==> config.mk <==
export PLATFORM = sky130hd
export DESIGN_NAME = psum_accumulator
export DESIGN_NICKNAME = d
export VERILOG_FILES = /design/src/rtl/psum_accumulator.sv
export SDC_FILE = /design/constraint.sdc
export NUM_CORES = 1
export LEC_CHECK = 0
export ABC_CLOCK_PERIOD_IN_PS = 4670
export BUFFER_PORTS_ARGS = -buffer_cell sky130_fd_sc_hd__buf_2
export CORE_MARGIN = 2
export CORE_UTILIZATION = 57
export CTS_BUF_LIST = sky130_fd_sc_hd__clkbuf_16
export CTS_CLUSTER_DIAMETER = 200
export DETAILED_ROUTE_END_ITERATION = 10
export HOLD_SLACK_MARGIN = 0.05
export PLACE_DENSITY = 0.78
export SLEW_MARGIN = 20
export SYNTH_ARGS = -nofsm -noshare
export SYNTH_HDL_FRONTEND = slang
export SYNTH_SLANG_ARGS = --single-unit
==> constraint.sdc <==
create_clock -name clk -period 4.67 [get_ports clk]
set_input_delay 0.467 -clock clk [delete_from_list [all_inputs] [get_ports clk]]
set_output_delay 0.467 -clock clk [all_outputs]
set_load 0.01 [all_outputs]
==> src/rtl/psum_accumulator.sv <==
// Accumulates groups of PE-row partial sums, then rounds, shifts, optionally ReLUs
// and saturates each group total into a small valid/ready output FIFO.
module psum_accumulator #(
  parameter int unsigned WIDTH = 8,
  parameter int unsigned ACC_W = 2 * WIDTH + 8,
  parameter int unsigned DEPTH = 4
) (
  input  logic                 clk,
  input  logic                 rst,
  input  logic                 i_valid,
  input  logic [2*WIDTH-1:0]   i_psum,
  input  logic                 i_clear,
  input  logic [7:0]           cfg_len,
  input  logic [4:0]           cfg_shift,
  input  logic                 cfg_relu,
  output logic                 o_valid,
  output logic [WIDTH-1:0]     o_data,
  input  logic                 o_ready,
  output logic                 o_stall,
  output logic                 o_busy,
  output logic                 o_ovf
);

  localparam int unsigned PTR_W = (DEPTH > 1) ? $clog2(DEPTH) : 1;
  localparam int unsigned CNT_W = $clog2(DEPTH + 1);
  localparam int unsigned RND_W = ACC_W + 1;
  localparam logic signed [RND_W-1:0] SAT_MAX = RND_W'((1 << (WIDTH - 1)) - 1);
  localparam logic signed [RND_W-1:0] SAT_MIN = ~SAT_MAX;

  logic [7:0]              cnt_q, cnt_d, len_q, len_d;
  logic signed [ACC_W-1:0] acc_q, acc_d;
  logic [4:0]              shift_q, shift_d;
  logic                    relu_q, relu_d;
  logic                    q_valid_q, q_valid_d;
  logic signed [ACC_W-1:0] q_sum_q, q_sum_d;
  logic [4:0]              q_shift_q, q_shift_d;
  logic                    q_relu_q, q_relu_d;

  logic [WIDTH-1:0]        mem_q [DEPTH];
  logic [PTR_W-1:0]        wr_ptr_q, rd_ptr_q;
  logic [CNT_W-1:0]        count_q, count_d;
  logic                    ovf_q;

  logic                    first;
  logic [7:0]              eff_len;
  logic [4:0]              eff_shift;
  logic                    eff_relu;
  logic signed [ACC_W-1:0] psum_ext, sum;

  logic signed [RND_W-1:0] rnd_add, rnd_sum, shifted;
  logic [WIDTH-1:0]        q_data;
  logic                    pop, push, full, drop;

  // Stage A: group accumulation; cfg is taken only on the first psum of a group
  always_comb begin
    cnt_d     = cnt_q;
    acc_d     = acc_q;
    len_d     = len_q;
    shift_d   = shift_q;
    relu_d    = relu_q;
    q_valid_d = 1'b0;
    q_sum_d   = q_sum_q;
    q_shift_d = q_shift_q;
    q_relu_d  = q_relu_q;
    first     = (cnt_q == 8'd0);
    eff_len   = first ? ((cfg_len == 8'd0) ? 8'd1 : cfg_len) : len_q;
    eff_shift = first ? cfg_shift : shift_q;
    eff_relu  = first ? cfg_relu : relu_q;
    psum_ext  = ACC_W'($signed(i_psum));
    sum       = (first ? '0 : acc_q) + psum_ext;
    if (i_clear) begin
      cnt_d = 8'd0;
      acc_d = '0;
    end else if (i_valid) begin
      len_d   = eff_len;
      shift_d = eff_shift;
      relu_d  = eff_relu;
      if (8'(cnt_q + 8'd1) == eff_len) begin
        cnt_d     = 8'd0;
        acc_d     = '0;
        q_valid_d = 1'b1;
        q_sum_d   = sum;
        q_shift_d = eff_shift;
        q_relu_d  = eff_relu;
      end else begin
        cnt_d = 8'(cnt_q + 8'd1);
        acc_d = sum;
      end
    end
  end

  // Stage B: half-up rounding shift, optional ReLU, saturation to WIDTH bits
  always_comb begin
    rnd_add = '0;
    if (q_shift_q != 5'd0) rnd_add = RND_W'(1) << (q_shift_q - 5'd1);
    rnd_sum = RND_W'(q_sum_q) + rnd_add;
    shifted = rnd_sum >>> q_shift_q;
    if (q_relu_q && shifted[RND_W-1]) shifted = '0;
    if (shifted > SAT_MAX)      q_data = SAT_MAX[WIDTH-1:0];
    else if (shifted < SAT_MIN) q_data = SAT_MIN[WIDTH-1:0];
    else                        q_data = shifted[WIDTH-1:0];
  end

  // FIFO control: a same-cycle pop frees the slot for a push even when full
  always_comb begin
    full  = (count_q == CNT_W'(DEPTH));
    pop   = (count_q != '0) && o_ready;
    push  = q_valid_q && (!full || pop);
    drop  = q_valid_q && full && !pop;
    count_d = count_q;
    if (push && !pop)      count_d = count_q + CNT_W'(1);
    else if (pop && !push) count_d = count_q - CNT_W'(1);
  end

  function automatic logic [PTR_W-1:0] ptr_inc(input logic [PTR_W-1:0] p);
    return (p == PTR_W'(DEPTH - 1)) ? '0 : p + PTR_W'(1);
  endfunction

  always_ff @(posedge clk) begin
    if (rst) begin
      cnt_q     <= 8'd0;
      acc_q     <= '0;
      len_q     <= 8'd1;
      shift_q   <= 5'd0;
      relu_q    <= 1'b0;
      q_valid_q <= 1'b0;
      q_sum_q   <= '0;
      q_shift_q <= 5'd0;
      q_relu_q  <= 1'b0;
      wr_ptr_q  <= '0;
      rd_ptr_q  <= '0;
      count_q   <= '0;
      ovf_q     <= 1'b0;
      for (int i = 0; i < int'(DEPTH); i++) mem_q[i] <= '0;
    end else begin
      cnt_q     <= cnt_d;
      acc_q     <= acc_d;
      len_q     <= len_d;
      shift_q   <= shift_d;
      relu_q    <= relu_d;
      q_valid_q <= q_valid_d;
      q_sum_q   <= q_sum_d;
      q_shift_q <= q_shift_d;
      q_relu_q  <= q_relu_d;
      count_q   <= count_d;
      if (push) begin
        mem_q[wr_ptr_q] <= q_data;
        wr_ptr_q        <= ptr_inc(wr_ptr_q);
      end
      if (pop) rd_ptr_q <= ptr_inc(rd_ptr_q);
      if (drop) ovf_q <= 1'b1;
    end
  end

  assign o_valid = (count_q != '0);
  assign o_data  = mem_q[rd_ptr_q];
  assign o_busy  = (cnt_q != 8'd0);
  assign o_ovf   = ovf_q;
  assign o_stall = ((CNT_W + 1)'(count_q) + (CNT_W + 1)'(q_valid_q)) >= (CNT_W + 1)'(DEPTH - 1);

endmodule

# Word-level counts from Yosys, hierarchy flattened

Memories as Yosys holds them, arrays and structs flattened. A register that Yosys moved wholly into a read port is not among the register bits.
Cells that the tools add are included.

$add $sub $neg: 9
Order comparisons: 3
Equality and inequality tests: 4
Shift-type cells: 2
Mux-type cells: 26
Bitwise gates (word level): 2
Reductions and logical operators: 22

Operators with widths:

| cell                 | count |
|---|---|
| $mux 25              | 2 |
| $mux 24              | 2 |
| $mux 8               | 6 |
| $add 24x25->25       | 1 |
| $gt 25x8->1 const B  | 1 |
| $lt 25x8->1 const B  | 1 |
| $shl 1x5->25 const A | 1 |
| $sshr 25x5->25       | 1 |
| $add 24x24->24       | 1 |
| $logic_not 8->1      | 2 |
| $mux 2               | 5 |
| $add 8x1->8 const B  | 1 |
| $eq 8x8->1           | 1 |
| $mux 1               | 8 |
| $reduce_bool 8->1    | 1 |
| $reduce_or 8->1      | 1 |
| $logic_and 1x1->1    | 7 |
| $mux 3               | 2 |
| $mux 5               | 1 |
| $reduce_bool 5->1    | 1 |
| $sub 5x1->5 const B  | 1 |
| $add 2x1->2 const B  | 2 |
| $add 3x1->4          | 1 |
| $eq 2x2->1 const B   | 2 |
| other kinds (13)     | 16 |

Register bits: 85
Memory bits (writable): 32
Input port bits: 35
Output and inout port bits: 12
Memories kept: 1

Memory list:

| name  | words | width | read ports | clocked after Yosys merged registers in | wr ports | RTL line | text |
|---|---|---|---|---|---|---|---|
| mem_q | 4     | 8     | 1          | 1                                       | 4        | 39       | `logic [WIDTH-1:0] mem_q [DEPTH];` |

# Depth between registers and ports, before layout

Depth in word-level cells: 11
Gate-level depth with buffers: 22
Mapped depth without buffers: 20

# Worst setup path before layout

Ideal clock, no wire load.

Path type: register to register
From: register q_shift_q[4]
To: memory mem_q[0][3] (data pin)
Setup time: 281 ps
Arrival: 4763 ps
Slack: -374 ps
Cell stages (with the launch flop): 21
Period minus slack after synthesis: 5044 ps
Cell sequence: dfxtp_1 clkbuf_1 buf_6 clkbuf_1 nand2b_1 nor3_1 ha_1 inv_1 fa_1 nor2b_1 o31a_1 o221a_4 o31ai_4 mux2i_1 nor2_2 mux4_2 nand2b_4 a21oi_2 a41oi_4 o311ai_4 o31ai_1

RTL lines:

| what                     | RTL line | text |
|---|---|---|
| start: declaration       | 36       | `logic [4:0] q_shift_q, q_shift_d;` |
| start signal: assignment | 143      | `q_shift_q <= q_shift_d;` |
| end: declaration         | 39       |  |

==> results.json <==
{
  "fin_setup_tns_ns": -2.913,
  "clock_path_buffers": 2,
  "grt_use_total_pct": 34.51,
  "endpoint_kind": "register",
  "drv_cap": 0,
  "die_width_um": 137.3,
  "synthToLayoutAreaGrowth_pct": 31.66,
  "worst_slew_pin_slew_ns": 1.024,
  "synth-async-reset-ratio_pct": 0,
  "core_area_mm2": 0.01736,
  "antenna_found_initial": 0,
  "dieArea_mm2": 0.01885,
  "crit_path_cell_trace": "buf_6 -> buf_4 -> nor2_1 -> nand2_1 -> nor2_2 -> ha_1 -> o2111ai_1 -> o21bai_2 -> a21oi_1 -> mux2i_2 -> nor2_1 -> o31ai_1 -> a21oi_2 -> o41ai_4 -> a41oi_4 -> o311ai_4 -> o31ai_1",
  "final_antenna_net_count": 0,
  "layout_common_cells": "210 x buf_4, 166 x nand2_1, 122 x nor2_1",
  "wl_per_cell_um": 19.74,
  "hpwl_um": 24010,
  "fmax_mhz": 204.7,
  "hp-start": "cfg_len[4]",
  "rsz0062_at_grt": "yes",
  "grt_pass1_vias": 10201,
  "cts_buffers": 17,
  "vdd_drop_max_uv": 258.7,
  "synth-warning-count": 0,
  "routed_wl_um": 33690,
  "firstDrtPassIters": 5,
  "cts-root-buf": "clkbuf_16",
  "hold_viol": 0,
  "cpMaxStageDelayCell": "o311ai_4",
  "clock_sinks": 119,
  "clk_latency_ns": 0.43,
  "vias": 11023,
  "ctsHtreeMaxLevel": 4,
  "fp.dieH_um": 137.3,
  "synth_nets": 1345,
  "status": "finished with violations",
  "synth_area_leader_cell": "dfxtp_1",
  "drc": 0,
  "synth.distinct_cells": 103,
  "path_buf_inv": 2,
  "regArea_mm2": 0.002714,
  "grt_pass1_wl_um": 51410,
  "fin_ws_ns": -0.2150,
  "numPortBuffers": 46,
  "timing_worst_setup_path_type": "register to register",
  "clkTransAtPathRegs_ns": 0.07,
  "violations": "negative setup slack",
  "critPathTopFamily": "compound AO/OA/AOI/OAI gates",
  "critPathRequiredTime_ns": 4.80,
  "relSlewSlack_pct": 30.63,
  "synth_area_mm2": 0.01013,
  "start_kind": "register",
  "cp.arrival_ns": 5.02,
  "synth_seq_cells": 119,
  "drtIter0Drc": 1114,
  "layout_commonest_cell": "buf_4",
  "drive_gt1_share_pct": 32.86,
  "power_mw": 2.831,
  "period_share_pct": 104.6,
  "crit_start": "q_shift_q[2]$_SDFFE_PP0P_",
  "setup_viol_count_final": 28,
  "rr_startpoint": "q_shift_q[2]$_SDFFE_PP0P_",
  "ys_seq_area_share_pct": 26.69,
  "hold_ws_ns": 0.2932,
  "grt_max_degree": 60,
  "start_util_pct": 58.34,
  "avgSynthCellArea_um2": 8.081,
  "layout_min_cycle_time_ns": 4.885,
  "tritoncts": "built",
  "nets": 1561,
  "synth_area_leaders": "dfxtp_1 17%, edfxtp_1 9.5%, ha_1 6.7%",
  "slowest_delay_ns": 0.53,
  "leakage_nw": 5.366,
  "grt-ovfl-total": 0,
  "p_per_area_mw_per_mm2": 212.4,
  "hp-class": "input pin to register",
  "diodes": 0,
  "io_pins": 47,
  "synth-edff-count": 32,
  "multiInputGateArea_mm2": 0.007691,
  "slew_violations": 0,
  "nFillCells": 1233,
  "gp_congestion": 0.9883,
  "rows": 48,
  "vias_per_cell": 6.458,
  "synth_top_area_share_pct": 17.20,
  "skew_ns": 0.01542,
  "critPathMaxFanout": 9,
  "ys.flop_type": "dfxtp_1",
  "syn_inst": 1253
}
[synthesized netlist by cell type (23+ instances only)]
master / instances
nand2_1: 171
nor2_1: 133
a21oi_1: 122
dfxtp_1: 87
ha_1: 54
o21ai_0: 44
clkbuf_1: 42
o31ai_1: 38
nand3_1: 36
xnor2_1: 34
edfxtp_1: 32
a211oi_1: 31
nor3_1: 30
and2_1: 29
inv_1: 27
mux2i_1: 24
a22oi_1: 23
[registers in the layout, summed over array words and instances, names as in the netlist, named ones only]
signal	flops
q_valid_q	1
q_relu_q	1
wr_ptr_q	2
cnt_q	8
q_sum_q	24
q_shift_q	5
o_ovf	1
rd_ptr_q	2
count_q	3
mem_q	32
acc_q	24
shift_q	5
relu_q	1
len_q	8
[through the flow]
stage / worst slack (ns) / util, % / cells / area, um^2
global placement: -0.2104 / 67.54 / 1644 / 11720
detailed placement: -0.2279 / 67.54 / 1644 / 11720
CTS: 0.0008069 / 73.08 / 1689 / 12680
floorplan: 0.001898 / - / 1253 / 10150
global route: -0.3836 / 76.81 / 1707 / 13330
finish: -0.2150 / 76.81 / 1707 / 13330
[power breakdown]
group	total [mW]	internal [mW]	switching, mW
sequential	1.15	1.10	0.0529
combinational	0.390	0.181	0.209
clock	1.29	0.744	0.542
total	2.83	2.03	0.804
[layer usage]
layer  track usage [%]  part of all wire [%]
met5                 0                     0
met3             6.439                   8.3
met1             45.08                    41
met2             55.83                    47
met4             14.83                   4.5
[final cells by class]
cell class	count	share of cell area, %
multi-input combinational	1034	57.69
sequential	119	20.36
timing repair buffer	267	14.65
clock buffer	17	3.191
tap	225	2.112
clock inverter	15	1.089
inverter	30	0.9104
[final timing paths]
path | end | slack [ns] | cells after the start
min reg2reg | q_sum_q[10]$_SDFFE_PP0P_ | 0.46 | 2
max reg2reg | mem_q[0][3]$_SDFFCE_PN0P_ | -0.22 | 17
min | len_q[4]$_SDFFE_PP0P_ | 0.29 | 3
max | mem_q[0][3]$_SDFFCE_PN0P_ | -0.22 | 17
[what timing repair did]
| item | CTS | global route |
|---|---|---|
| buffers inserted | 13 | 16 |
| cloned | 0 | 2 |
| pin swaps | 24 | 38 |
| hold buffers | 0 | 0 |
| hold endpoints to repair | 0 | 0 |
| gates resized for setup | 59 | 105 |
| setup endpoints to repair | 28 | 33 |
[worst reg2reg max path: cells and delay by family (launching register included)]
kind	cells	cell delay (ns)
AOI/OAI and AO/OA	9	2.72
muxes	1	0.33
and+or+nand+nor	4	0.62
DFF	1	0.34
adders and majority gates	1	0.28
buffers and inverters	2	0.30
[cell families after synthesis]
logic type,after synthesis,synth area share (%)
and+or+nand+nor,486,22.38
DFF,119,26.69
muxes,44,6.289
AOI/OAI and AO/OA,396,28.21
xor gates and xnor gates,51,4.411
buffers and inverters,100,4.757
adders and majority gates,57,7.266
(Power assumes the default switching activity.)
